[src/rtl/multicycle_ctrl.sv]
// rtl/multicycle_ctrl.sv - main control FSM for the multi-cycle MIPS-subset datapath
// Moore-decoded controller; write/request strobes are gated off while rst_i is low.
module multicycle_ctrl (
  input  logic       clk_i,
  input  logic       rst_i,
  input  logic [5:0] op_i,
  input  logic       zero_i,
  input  logic       mem_ready_i,
  output logic       pc_we_o,
  output logic [1:0] pc_src_o,
  output logic       iord_o,
  output logic       mem_rd_o,
  output logic       mem_wr_o,
  output logic       ir_we_o,
  output logic       reg_dst_o,
  output logic       mem_to_reg_o,
  output logic       reg_we_o,
  output logic       alu_src_a_o,
  output logic [1:0] alu_src_b_o,
  output logic [2:0] alu_op_o,
  output logic       instr_done_o,
  output logic       illegal_o,
  output logic [3:0] state_o
);

  typedef enum logic [3:0] {
    S_FETCH  = 4'd0,  S_DECODE = 4'd1,  S_MEMADR = 4'd2,  S_MEMRD  = 4'd3,
    S_MEMWB  = 4'd4,  S_MEMWR  = 4'd5,  S_EXEC   = 4'd6,  S_RWB    = 4'd7,
    S_BRANCH = 4'd8,  S_ADDIEX = 4'd9,  S_ADDIWB = 4'd10, S_JUMP   = 4'd11
  } state_t;

  localparam logic [5:0] OP_R    = 6'b000000;
  localparam logic [5:0] OP_LW   = 6'b100011;
  localparam logic [5:0] OP_SW   = 6'b101011;
  localparam logic [5:0] OP_BEQ  = 6'b000100;
  localparam logic [5:0] OP_ADDI = 6'b001000;
  localparam logic [5:0] OP_J    = 6'b000010;

  state_t state_q, state_d;
  logic   pc_we_raw, mem_rd_raw, mem_wr_raw, ir_we_raw, reg_we_raw, done_raw, illegal_raw;

  always_ff @(posedge clk_i or negedge rst_i) begin
    if (!rst_i) state_q <= S_FETCH;
    else        state_q <= state_d;
  end

  always_comb begin
    state_d      = state_q;
    pc_we_raw    = 1'b0;
    pc_src_o     = 2'b00;
    iord_o       = 1'b0;
    mem_rd_raw   = 1'b0;
    mem_wr_raw   = 1'b0;
    ir_we_raw    = 1'b0;
    reg_dst_o    = 1'b0;
    mem_to_reg_o = 1'b0;
    reg_we_raw   = 1'b0;
    alu_src_a_o  = 1'b0;
    alu_src_b_o  = 2'b00;
    alu_op_o     = 3'b100;
    done_raw     = 1'b0;
    illegal_raw  = 1'b0;
    case (state_q)
      S_FETCH: begin
        mem_rd_raw  = 1'b1;
        alu_src_b_o = 2'b01;
        if (mem_ready_i) begin
          ir_we_raw = 1'b1;
          pc_we_raw = 1'b1;
          state_d   = S_DECODE;
        end
      end
      S_DECODE: begin
        // Branch target is computed speculatively into ALUOut here.
        alu_src_b_o = 2'b11;
        case (op_i)
          OP_LW, OP_SW: state_d = S_MEMADR;
          OP_R:         state_d = S_EXEC;
          OP_BEQ:       state_d = S_BRANCH;
          OP_ADDI:      state_d = S_ADDIEX;
          OP_J:         state_d = S_JUMP;
          default: begin
            illegal_raw = 1'b1;
            done_raw    = 1'b1;
            state_d     = S_FETCH;
          end
        endcase
      end
      S_MEMADR: begin
        alu_src_a_o = 1'b1;
        alu_src_b_o = 2'b10;
        state_d     = (op_i == OP_SW) ? S_MEMWR : S_MEMRD;
      end
      S_MEMRD: begin
        mem_rd_raw = 1'b1;
        iord_o     = 1'b1;
        if (mem_ready_i) state_d = S_MEMWB;
      end
      S_MEMWB: begin
        reg_we_raw   = 1'b1;
        mem_to_reg_o = 1'b1;
        done_raw     = 1'b1;
        state_d      = S_FETCH;
      end
      S_MEMWR: begin
        mem_wr_raw = 1'b1;
        iord_o     = 1'b1;
        if (mem_ready_i) begin
          done_raw = 1'b1;
          state_d  = S_FETCH;
        end
      end
      S_EXEC: begin
        alu_src_a_o = 1'b1;
        alu_op_o    = 3'b010;
        state_d     = S_RWB;
      end
      S_RWB: begin
        reg_we_raw = 1'b1;
        reg_dst_o  = 1'b1;
        done_raw   = 1'b1;
        state_d    = S_FETCH;
      end
      S_BRANCH: begin
        alu_src_a_o = 1'b1;
        alu_op_o    = 3'b101;
        pc_src_o    = 2'b01;
        pc_we_raw   = zero_i;
        done_raw    = 1'b1;
        state_d     = S_FETCH;
      end
      S_ADDIEX: begin
        alu_src_a_o = 1'b1;
        alu_src_b_o = 2'b10;
        state_d     = S_ADDIWB;
      end
      S_ADDIWB: begin
        reg_we_raw = 1'b1;
        done_raw   = 1'b1;
        state_d    = S_FETCH;
      end
      S_JUMP: begin
        pc_src_o  = 2'b10;
        pc_we_raw = 1'b1;
        done_raw  = 1'b1;
        state_d   = S_FETCH;
      end
      default: state_d = S_FETCH;
    endcase
  end

  assign pc_we_o      = pc_we_raw   & rst_i;
  assign mem_rd_o     = mem_rd_raw  & rst_i;
  assign mem_wr_o     = mem_wr_raw  & rst_i;
  assign ir_we_o      = ir_we_raw   & rst_i;
  assign reg_we_o     = reg_we_raw  & rst_i;
  assign instr_done_o = done_raw    & rst_i;
  assign illegal_o    = illegal_raw & rst_i;
  assign state_o      = state_q;

endmodule

[config.mk]
export PLATFORM = sky130hd
export DESIGN_NAME = multicycle_ctrl
export DESIGN_NICKNAME = d
export VERILOG_FILES = /design/src/rtl/multicycle_ctrl.sv
export SDC_FILE = /design/constraint.sdc
export NUM_CORES = 1
export LEC_CHECK = 0
export ABC_AREA = 1
export BUFFER_PORTS_ARGS = -buffer_cell sky130_fd_sc_hd__buf_2
export CAP_MARGIN = 30
export CORE_AREA = 2 2 39 41
export CTS_CLUSTER_SIZE = 10
export DETAILED_ROUTE_END_ITERATION = 6
export DIE_AREA = 0 0 41 43
export GPL_ROUTABILITY_DRIVEN = 0
export PLACE_DENSITY = 0.75
export SYNTH_ARGS = -nofsm -noshare
export SYNTH_HDL_FRONTEND = slang
export SYNTH_SLANG_ARGS = --single-unit
[constraint.sdc]
create_clock -name clk_i -period 3.4 [get_ports clk_i]
set_input_delay 0.51 -clock clk_i [delete_from_list [all_inputs] [get_ports clk_i]]
set_output_delay 0.51 -clock clk_i [all_outputs]
set_load 0.02 [all_outputs]
======== Yosys cells after proc, flatten, opt, wreduce, memory -nomap -nowiden ========
Index checks and enable logic that the tools add are counted.
cells by class
  mux-type cells .......................... 22
  reduce and logical (&&, ||, !) cells .... 11
  eq/ne operators ......................... 19
  bitwise logic cells ..................... 7
operator list
  operator                                                                number
  4-bit one-hot mux with 7 select lines                                   1
  4-bit one-hot mux with 5 select lines                                   1
  4-bit by 3-bit equality test with 1-bit output (second input constant)  4
  4-bit equality test (second input constant)                             4
  6-bit equality test (second input constant)                             2
  4-bit two-way mux                                                       3
  1-bit two-way mux                                                       11
  4-bit by 2-bit equality test with 1-bit output (second input constant)  2
  2-bit OR reduction                                                      4
  1-bit AND                                                               7
  6-bit by 2-bit equality test with 1-bit output (second input constant)  1
  6-bit by 3-bit equality test with 1-bit output (second input constant)  1
  6-bit by 4-bit equality test with 1-bit output (second input constant)  1
  6-bit zero test                                                         1
  2-bit inequality test (second input constant)                           3
  1-bit one-hot mux with 3 select lines                                   2
  2-bit one-hot mux with 3 select lines                                   1
  3-bit one-hot mux with 2 select lines                                   1
  6-bit OR reduction                                                      1
  5-bit OR reduction                                                      1
  4-bit by 1-bit equality test with 1-bit output (second input constant)  1
  4-bit zero test                                                         1
  2-bit one-hot mux with 2 select lines                                   1
  4-bit OR reduction                                                      1
  3 further kinds                                                         3
storage, ports and cells
  bits of input ports ..................... 10
  register bits after elaboration ......... 4
  output and inout bits ................... 22
  word-level logic and storage cells ...... 60

======== Depth between registers and ports, before layout ========
Gate-level depths: netlist of run 1.
  depth in word-level cells ............... 5
  mapped depth ............................ 8
  gate-level depth less buffers ........... 8

======== Least setup slack after synthesis of run 1 ========
No wires, ideal clock.
  path type ............................... register -> output
  start point ............................. reg state_q[2], in the netlist state_o[2]
  end point ............................... out instr_done_o
  data arrival time ....................... 1.379 ns
  path buffers ............................ 0
  path slack .............................. 1.511 ns
  data required time ...................... 2.890 ns
  stages on the path, launching flop included .. 6
  path through ............................ dfrtp_1 > nor2_2 > inv_2 > nor2_4 > nand3_1 > a21oi_1
on the way
  longest elaborated chain between the ends .. 4
  elaborated cells between the ends (all ways) .. 10
  classes of those cells .................. 7 x eq/ne; 1 x mux; 1 x bitwise; 1 x reduce/logical
RTL lines
  item                                                                                   RTL line  RTL
  start, declared                                                                        39        state_t state_q, state_d;
  start signal, assigned                                                                 44        else state_q <= state_d;
  4-bit equality test or 4-bit by 3-bit equality test with 1-bit output (tied branches)  63        case (state_q)
  5-bit OR reduction (no source line)                                                    -
  1-bit one-hot mux with 3 select lines (*)                                              63
  1-bit AND (*)                                                                          157       assign instr_done_o = done_raw & rst_i;
  end, declared                                                                          21        output logic instr_done_o,
Every way passes the cells marked *; elsewhere a longest branch is shown, timed or not.

======== Worst setup path after layout of run 1 ========
Same ends and word-level chain as after synthesis.

==> results.json, run 1 <==
{
  "cts_sinks": 4,
  "core-area_sq_um": 1380,
  "netSwitchingPower_uw": 316,
  "fin_tns_setup_ns": 0,
  "skew_ns": 0.00320,
  "start_util_pct": 38.5,
  "critPathCaptureType": "primary output",
  "io_buffers": 31,
  "worst_pin_slew_ns": 0.248,
  "largest_reg_flops": 4,
  "synth_cells": 104,
  "synth_cell_types": 15,
  "antenna_cells": 0,
  "worstSetupStartpointType": "flip-flop",
  "grt_pass1_vias": 618,
  "fmax_ghz": 0.486,
  "min_period_ns": 2.06,
  "setup_slack_ns": 1.34,
  "dp_hpwl_um": 1240,
  "final_util_pct": 52.8,
  "dr.pass1.iters": 4,
  "yosys.area.top_type": "nand2_1",
  "gr-total-overflow": 0,
  "p_seq_share_pct": 17.2,
  "die_w_um": 41,
  "leakagePower_nw": 0.529,
  "drive_gt1_share_pct": 30.4,
  "internal_power_uw": 231,
  "synth_top_area_share_pct": 24.6,
  "grt_usage_pct": 18.7,
  "synthMuxAreaShare_pct": 0,
  "arrival_ns": 1.55,
  "layout_common_cells": "nand2_1 (35), buf_2 (31), inv_1 (19)",
  "hold_buffers": 0,
  "clkPwrFrac_pct": 10.4,
  "grt_max_degree": 8,
  "synth_simple_gate_area_share_pct": 58.5,
  "synth_area_sq_um": 533,
  "nNetsFinal": 150,
  "synth_compound_area_share_pct": 7.28,
  "antenna_found_initial": 0,
  "report.final.slew_viol_count": 0,
  "cts_root_buf": "clkbuf_4",
  "final_antenna_net_count": 0,
  "multi_input_area_sq_um": 350,
  "max_slew_margin_pct": 83.4,
  "status": "complete, no violations",
  "regArea_sq_um": 100,
  "grt_pass1_wl_um": 2370,
  "ir_drop_mv": 0.419,
  "cts_setup_buffers": 0,
  "path_max_fanout": 5,
  "dp_slack_ns": 1.49,
  "synth_fa_ha_area_share_pct": 0,
  "fp.dieArea_sq_um": 1760,
  "ys_top_cells_by_area": "nand2_1 (25%), dfrtp_1 (19%), inv_1 (13%)",
  "cts.path.max_buffers": 2,
  "fin_crit_sh_pct": 60.6,
  "swShare_pct": 57.8,
  "hold_ws_ns": 0.104,
  "synth_nets": 114,
  "ys_seq_elements": 4,
  "wirelength_um": 1430,
  "synth_xor_area_share_pct": 0,
  "clkTransAtPathRegs_ns": 0.04,
  "seq_area_frac_synth_pct": 18.8,
  "drt_iter0_drc": 11,
  "final_common_cell": "nand2_1",
  "hold_class": "input pin to async pin",
  "setup_viol": 0,
  "cts_buffers": 3,
  "cts_tree": "done",
  "htree_levels": 1,
  "fp-row-count": 14,
  "fillers": 153,
  "num_vias": 739,
  "die_h_um": 43,
  "drc_errors": 0,
  "criticalPathCategory": "flip-flop to primary output",
  "via_per_inst": 4.80,
  "cp_data_required_time_ns": 2.89,
  "synth_top_family_by_area": "simple AND/OR/NAND/NOR gates",
  "pwr-share-comb_pct": 72.5,
  "hold_violations": 0,
  "clkLatencyLatePin_ns": 0.23,
  "p_per_area_nw_per_um2": 748,
  "ys_warn_count": 0,
  "cts_resized": 0,
  "rsz0062_at_grt": "false",
  "wl_per_cell_um": 9.29,
  "io-pin-count": 32,
  "postSynthAreaPerCell_sq_um": 5.13,
  "syn_to_final_growth_pct": 37.1,
  "maxCapViolCount": 0
}
==> cell usage after synthesis (all sizes together) <==
library cell,instances
nand4,1
o21ai,2
nand3,11
nor3,1
nand2,35
o211ai,1
dfrtp,4
a21oi,3
o22ai,1
nor2,23
inv,22
==> metal layers <==
metal | GRT usage (%) | vias up | share of wire, %
met5 | 0 | - | 0
met4 | 3.33 | 0 | 0.84
met3 | 4.71 | 2 | 5.0
met2 | 31.9 | 21 | 52
met1 | 22.7 | 328 | 42
li1 | - | 388 | -
==> area by class of cell <==
type                    instances  share of cell area (%)
multi-input cells              78                    47.9
repair buffers                 31                    21.2
flip-flops and latches          4                    13.7
inverters                      22                    11.3
clock buffers                   3                    3.08
well taps                      16                    2.74
==> logic make-up after synthesis <==
| kind of cell | after synthesis |
|---|---|
| simple gates | 71 |
| flops | 4 |
| buf+inv | 22 |
| compound gates | 7 |
==> per-stage QoR <==
stage	power (mW)	instance area, sq um	cells
after global routing	0.603	731	154
final	0.546	731	154
after floorplan	0.374	533	104
after detailed placement	0.490	708	151
after global placement	0.484	708	151
after CTS	0.550	731	154
==> power groups by stage <==
stage	registers, mW	clock network (mW)	logic [mW]
floorplan	0.109	0	0.265
global placement	0.0938	0	0.390
detailed placement	0.0937	0	0.396
CTS	0.0933	0.0601	0.397
global route	0.0964	0.0646	0.442
finish	0.0938	0.0566	0.396
==> worst max-delay path, cell delays in order (launching register included) <==
cell and delay, ns:
dfrtp_1 0.45, nor2_2 0.22, inv_2 0.09, nor2_4 0.15
nand3_1 0.11, a21oi_1 0.12, buf_2 0.17
==> worst paths after layout <==
path                        startpoint           end  slack, ns  cells after the start
max in group asynchronous        rst_i    state_o[3]       3.14                      1
hold reg to reg             state_o[0]    state_o[0]       0.63                      2
hold / removal                   rst_i    state_o[0]       0.10                      1
min in group clk_i         mem_ready_i    state_o[1]       0.55                      2
setup reg to reg            state_o[2]    state_o[0]       2.12                      6
setup / recovery            state_o[2]  instr_done_o       1.34                      6
Note: power is estimated with default switching activity, not from simulation.
==> run 2, diff against run 1 <==
==> config.mk (replaced) <==
export PLATFORM = sky130hd
export DESIGN_NAME = multicycle_ctrl
export DESIGN_NICKNAME = d
export VERILOG_FILES = /design/src/rtl/multicycle_ctrl.sv
export SDC_FILE = /design/constraint.sdc
export NUM_CORES = 1
export LEC_CHECK = 0
export ABC_AREA = 0
export BUFFER_PORTS_ARGS = -buffer_cell sky130_fd_sc_hd__buf_2
export CAP_MARGIN = 30
export CORE_UTILIZATION = 42
export CTS_CLUSTER_SIZE = 10
export DETAILED_ROUTE_END_ITERATION = 6
export GPL_ROUTABILITY_DRIVEN = 0
export PLACE_DENSITY = 0.77
export SYNTH_ARGS = -nofsm -noshare
export SYNTH_HDL_FRONTEND = slang
export SYNTH_SLANG_ARGS = --single-unit
==> constraint.sdc (replaced) <==
create_clock -name clk_i -period 2.07 [get_ports clk_i]
set_input_delay 0.3105 -clock clk_i [delete_from_list [all_inputs] [get_ports clk_i]]
set_output_delay 0.3105 -clock clk_i [all_outputs]
set_load 0.02 [all_outputs]
==> run 2 against run 1 <==
Worst hold slack gained 0.28 ns. Critical path type unchanged. Critical path depth down 1. Global-route usage increased by 5.2 points. Core utilization increased by 11 points. Register-to-register slack worse by 1.6 ns. Clock skew fell by 0.0021 ns. Sequential share of layout area up 0.37 points. Synthesized cell count shrank 20%.
==> results.json, run 2 <==
{
  "reg2reg_to": "state_o[2]",
  "synth_flop_cell": "dfrtp_1",
  "wl_per_cell_um": 12.2,
  "synth_area_sq_um": 548,
  "criticalPathCategory": "flip-flop to primary output",
  "final_antenna_net_count": 0,
  "ys_seq_elements": 4,
  "cts_tree": "done",
  "r2r_start": "state_o[1]",
  "cts_sinks": 4,
  "setup_viol": 0,
  "htree_levels": 1,
  "yosys.area.top_type": "dfrtp_1",
  "status": "complete, no violations",
  "drc_errors": 0,
  "skew_ns": 0.00113,
  "maxCapViolCount": 0,
  "fin_tns_setup_ns": 0,
  "die_h_um": 38.1,
  "setup.worst_path.end": "instr_done_o",
  "cts_buffers": 3,
  "layout_common_cells": "buf_2 (31), nor2_1 (15), nor3_1 (9)",
  "dp_hpwl_um": 1190,
  "leakagePower_nw": 0.389,
  "synth_cell_types": 33,
  "synth_top_area_share_pct": 18.3,
  "ys_top_cells_by_count": "nor2_1 (15), nor3_1 (9), nand2_1 (7)",
  "rsz0062_at_grt": "false",
  "grt_pass1_vias": 578,
  "hold_violations": 0,
  "grt-busiest-layer": "met2",
  "start_util_pct": 47.4,
  "num_vias": 729,
  "design_area_sq_um": 738,
  "fp.dieArea_sq_um": 1450,
  "core-area_sq_um": 1160,
  "cp_data_required_time_ns": 1.76,
  "fillers": 112,
  "synth-async-reset-ratio_pct": 100,
  "hold_class": "input pin to flip-flop",
  "min_period_ns": 1.96,
  "cts_root_buf": "clkbuf_4",
  "fmax_ghz": 0.509,
  "arrival_ns": 1.65,
  "fp-row-count": 12,
  "drt_iter0_drc": 16,
  "crit_path_start": "state_o[3]",
  "yosysMostFrequentCell": "nor2_1",
  "ir_drop_mv": 0.657,
  "io_buffers": 31,
  "grt_pass1_wl_um": 2460,
  "synth_edf_count": 0,
  "path_max_fanout": 10,
  "grtUsageMet1_pct": 31.1,
  "syn_to_final_growth_pct": 34.7,
  "ys_warn_count": 0,
  "synth_cells": 83,
  "clkTransAtPathRegs_ns": 0.04,
  "antenna_cells": 0,
  "use_met3_pct": 1.74,
  "die_w_um": 38.1,
  "drive_gt1_share_pct": 35.1,
  "synth_nets": 93,
  "nNetsFinal": 126,
  "p_per_area_nw_per_um2": 1060,
  "dp_slack_ns": 0.243,
  "antenna_found_initial": 0,
  "worstSetupStartpointType": "flip-flop",
  "grt_usage_pct": 23.9,
  "gr-total-overflow": 0,
  "worst_pin_slew_ns": 0.314,
  "cts_setup_buffers": 0,
  "rrSetupSlack_ns": 0.50,
  "fin_crit_sh_pct": 94.8,
  "final_common_cell": "buf_2",
  "io-pin-count": 32,
  "seq_area_frac_synth_pct": 18.3,
  "dr.pass1.iters": 4,
  "dpl-instance-area_sq_um": 702,
  "largest_reg_flops": 4,
  "power_uw": 784,
  "report.final.slew_viol_count": 0,
  "clkLatencyLatePin_ns": 0.24,
  "ys_top_cells_by_area": "dfrtp_1 (18%), nor2_1 (10%), nor3_1 (8.2%)",
  "via_per_inst": 5.70,
  "max_slew_margin_pct": 78.8,
  "critPathCaptureType": "primary output",
  "cts.path.max_buffers": 2,
  "grt_max_degree": 19,
  "wirelength_um": 1560,
  "setup_slack_ns": 0.107,
  "postSynthAreaPerCell_sq_um": 6.60,
  "r2r_cells": 4,
  "grt_use_met2_pct": 39.8
}
-- run 2: changes by cell type after synthesis, sizes merged, moves of 2 or more --
cell	before	now
nand2	35	7
a31o	0	2
inv	22	4
or3b	0	2
nor3	1	9
and3	0	3
nor2b	0	2
nor2	23	15
clkbuf	0	4
xor2	0	3
nand2b	0	3
nand3	11	2
-- run 2: cell type report --
cell class	instances	area [sq um]	area share, %
sequential	4	104	14.1
timing repair buffer	33	173	23.4
tap	14	17.5	2.37
multi-input combinational	70	407	55.1
clock buffer	3	22.5	3.05
inverter	4	15.0	2.03
-- run 2: logic make-up (layout without fill, tap and decap cells) --
group	Yosys count	after routing	share of synthesized area, %
XOR/XNOR	3	3	4.80
multiplexers	1	1	1.83
AO/OA/AOI/OAI	18	18	24.0
buffers and inverters	9	40	7.53
flip-flops	4	4	18.3
AND/OR/NAND/NOR	48	48	43.6
-- run 2: worst min path at each step --
stage	depth (start not counted)	end	startpoint	slack, ns
after global routing	2	state_o[2]	mem_ready_i	0.40
after CTS	2	state_o[2]	mem_ready_i	0.37
after detailed placement	1	state_o[3]	rst_i	0.14
after global placement	1	state_o[2]	rst_i	0.14
final	2	state_o[2]	mem_ready_i	0.38
after floorplan	0	state_o[0]	rst_i	0.01
-- run 2: per-layer routing --
layer,wire length [um],vias up
met4,22,0
met5,0,-
met3,95,3
li1,-,362
met1,688,332
met2,750,32
-- run 2: critical path, stage by stage (launching register included) --
cell and delay [ns]:
dfrtp_2 0.47, or3b_1 0.43, nor2_1 0.09, and3_1 0.18, a31o_1 0.10, buf_2 0.15
-- run 2: power breakdown --
group	internal, mW	switching (mW)
clock network	0.0649	0.0325
logic	0.194	0.325
registers	0.103	0.0647
total	0.362	0.422
-- run 2: through the flow --
step | hold slack (ns) | util (%) | std cells
global placement | 0.136 | 60.7 | 124
global route | 0.401 | 63.9 | 128
detailed placement | 0.139 | 60.7 | 124
finish | 0.383 | 63.9 | 128
floorplan | 0.0149 | - | 83
CTS | 0.374 | 63.6 | 128
-- run 2: repair_timing --
| action | in CTS | in global routing |
|---|---|---|
| hold endpoints to repair | 4 | 0 |
| endpoints found under the setup margin | 1 | 1 |
| gates resized for setup | 1 | 2 |
| hold buffers | 1 | 0 |
==> run 3, diff against run 2 <==
==> constraint.sdc (replaced) <==
create_clock -name clk_i -period 2.07 [get_ports clk_i]
set_input_delay 0.3105 -clock clk_i [delete_from_list [all_inputs] [get_ports clk_i]]
set_output_delay 0.3105 -clock clk_i [all_outputs]
set_load 0.05 [all_outputs]
==> run 3 against run 2 <==
Worst hold slack improved by 0.0043 ns. Clock-buffer cell count increased by 1. Power increased by 44%. First-iteration DRC count decreased by 44%. Critical endpoint unchanged.
==> results.json, run 3 (synthesized netlist as in run 2, its figures left out) <==
{
  "setup_viol": 0,
  "layout_common_cells": "buf_2 (30), nor2_1 (12), buf_4 (8)",
  "drc_errors": 0,
  "antenna_found_initial": 0,
  "setup_slack_ns": 0.0797,
  "htree_levels": 1,
  "hold_class": "input pin to flip-flop",
  "multi_input_area_sq_um": 447,
  "use_met3_pct": 1.74,
  "fp-row-count": 12,
  "io_buffers": 31,
  "core-area_sq_um": 1160,
  "cts_tree": "done",
  "rsz0062_at_grt": "false",
  "status": "complete, no violations",
  "fp.dieArea_sq_um": 1450,
  "antenna_cells": 0,
  "num_vias": 746,
  "worstSetupStartpointType": "flip-flop",
  "min_period_ns": 1.99,
  "cts_buffers": 3,
  "skew_ns": 0.00239,
  "grt_pass1_wl_um": 2640,
  "largest_reg_flops": 4,
  "syn_to_final_growth_pct": 51.1,
  "fmax_ghz": 0.502,
  "die_w_um": 38.1,
  "cts_sinks": 4,
  "gr-total-overflow": 0,
  "clkLatencyLatePin_ns": 0.24,
  "p_per_area_nw_per_um2": 1360,
  "fillers": 94,
  "io-pin-count": 32,
  "criticalPathCategory": "flip-flop to primary output",
  "hold_violations": 0,
  "dr.pass1.iters": 4,
  "path_max_fanout": 9,
  "final_common_cell": "buf_2",
  "cts.path.max_buffers": 2,
  "ir_drop_mv": 0.823,
  "cp_data_required_time_ns": 1.76,
  "grt_pass1_vias": 623,
  "worst_pin_slew_ns": 0.325,
  "grt-busiest-layer": "met2",
  "maxCapViolCount": 0,
  "dp_slack_ns": 0.195,
  "clkTransAtPathRegs_ns": 0.04,
  "hold_ws_ns": 0.387,
  "grt_usage_pct": 26.4,
  "via_per_inst": 5.53,
  "arrival_ns": 1.68,
  "critPathCaptureType": "primary output",
  "grt_max_degree": 15,
  "grt_use_met2_pct": 42.8,
  "wirelength_um": 1730,
  "fin_crit_sh_pct": 96.2,
  "grtUsageMet1_pct": 33.7,
  "die_h_um": 38.1,
  "wl_per_cell_um": 12.8,
  "start_util_pct": 47.4,
  "cts_root_buf": "clkbuf_4",
  "drt_iter0_drc": 9,
  "max_slew_margin_pct": 78.1,
  "final_antenna_net_count": 0,
  "fin_tns_setup_ns": 0,
  "dp_hpwl_um": 1280,
  "leakagePower_nw": 0.430,
  "report.final.slew_viol_count": 0,
  "dpl-instance-area_sq_um": 771,
  "drive_gt1_share_pct": 45.5,
  "power_mw": 1.13,
  "nNetsFinal": 132,
  "regArea_sq_um": 103,
  "design_area_sq_um": 828
}
-- run 3: timing repair --
item / 4_1_cts / 5_1_grt
resized for setup: 1 / 2
hold buffers: 1 / 0
setup buffers: 0 / 2
pin swaps: 0 / 0
endpoints found under the setup margin: 1 / 3
endpoints found under the hold margin: 4 / 0
-- run 3: layout make-up --
type / count / area share (%)
clock buffer: 4 / 3.17
tap: 14 / 2.11
timing repair buffer: 39 / 26.6
sequential: 4 / 12.4
inverter: 4 / 1.81
multi-input combinational: 70 / 53.9
-- run 3: where the power goes --
group | switching [mW] | internal [mW]
registers | 0.0463 | 0.102
clock network | 0.0383 | 0.0728
logic | 0.610 | 0.260
-- run 3: path summary, 6_finish.rpt --
check                             from            to  slack, ns  cells past startpoint
min in group asynchronous        rst_i    state_o[1]       0.50                      2
hold reg to reg             state_o[3]    state_o[0]       0.66                      2
setup reg to reg            state_o[1]    state_o[2]       0.38                      5
setup / recovery            state_o[3]  instr_done_o       0.08                      5
hold / removal             mem_ready_i    state_o[2]       0.39                      2
max in group asynchronous        rst_i    state_o[0]       1.38                      2
-- run 3: metal layers --
layer,share of wire [%],vias to the layer above
met2,47,25
li1,-,372
met1,46,345
met4,2.2,0
met3,4.8,4
met5,0,-
-- run 3: stage by stage --
step	instances	util (%)
floorplan	83	-
global placement	128	66.7
detailed placement	128	66.7
CTS	133	70.0
global route	135	71.6
finish	135	71.6
-- run 3: critical path, cell delays in order (launching register included) --
cell and delay (ns):
dfrtp_2 0.46, or3b_4 0.42, nor2_1 0.10, and3_4 0.19, a31o_4 0.08, buf_4 0.18
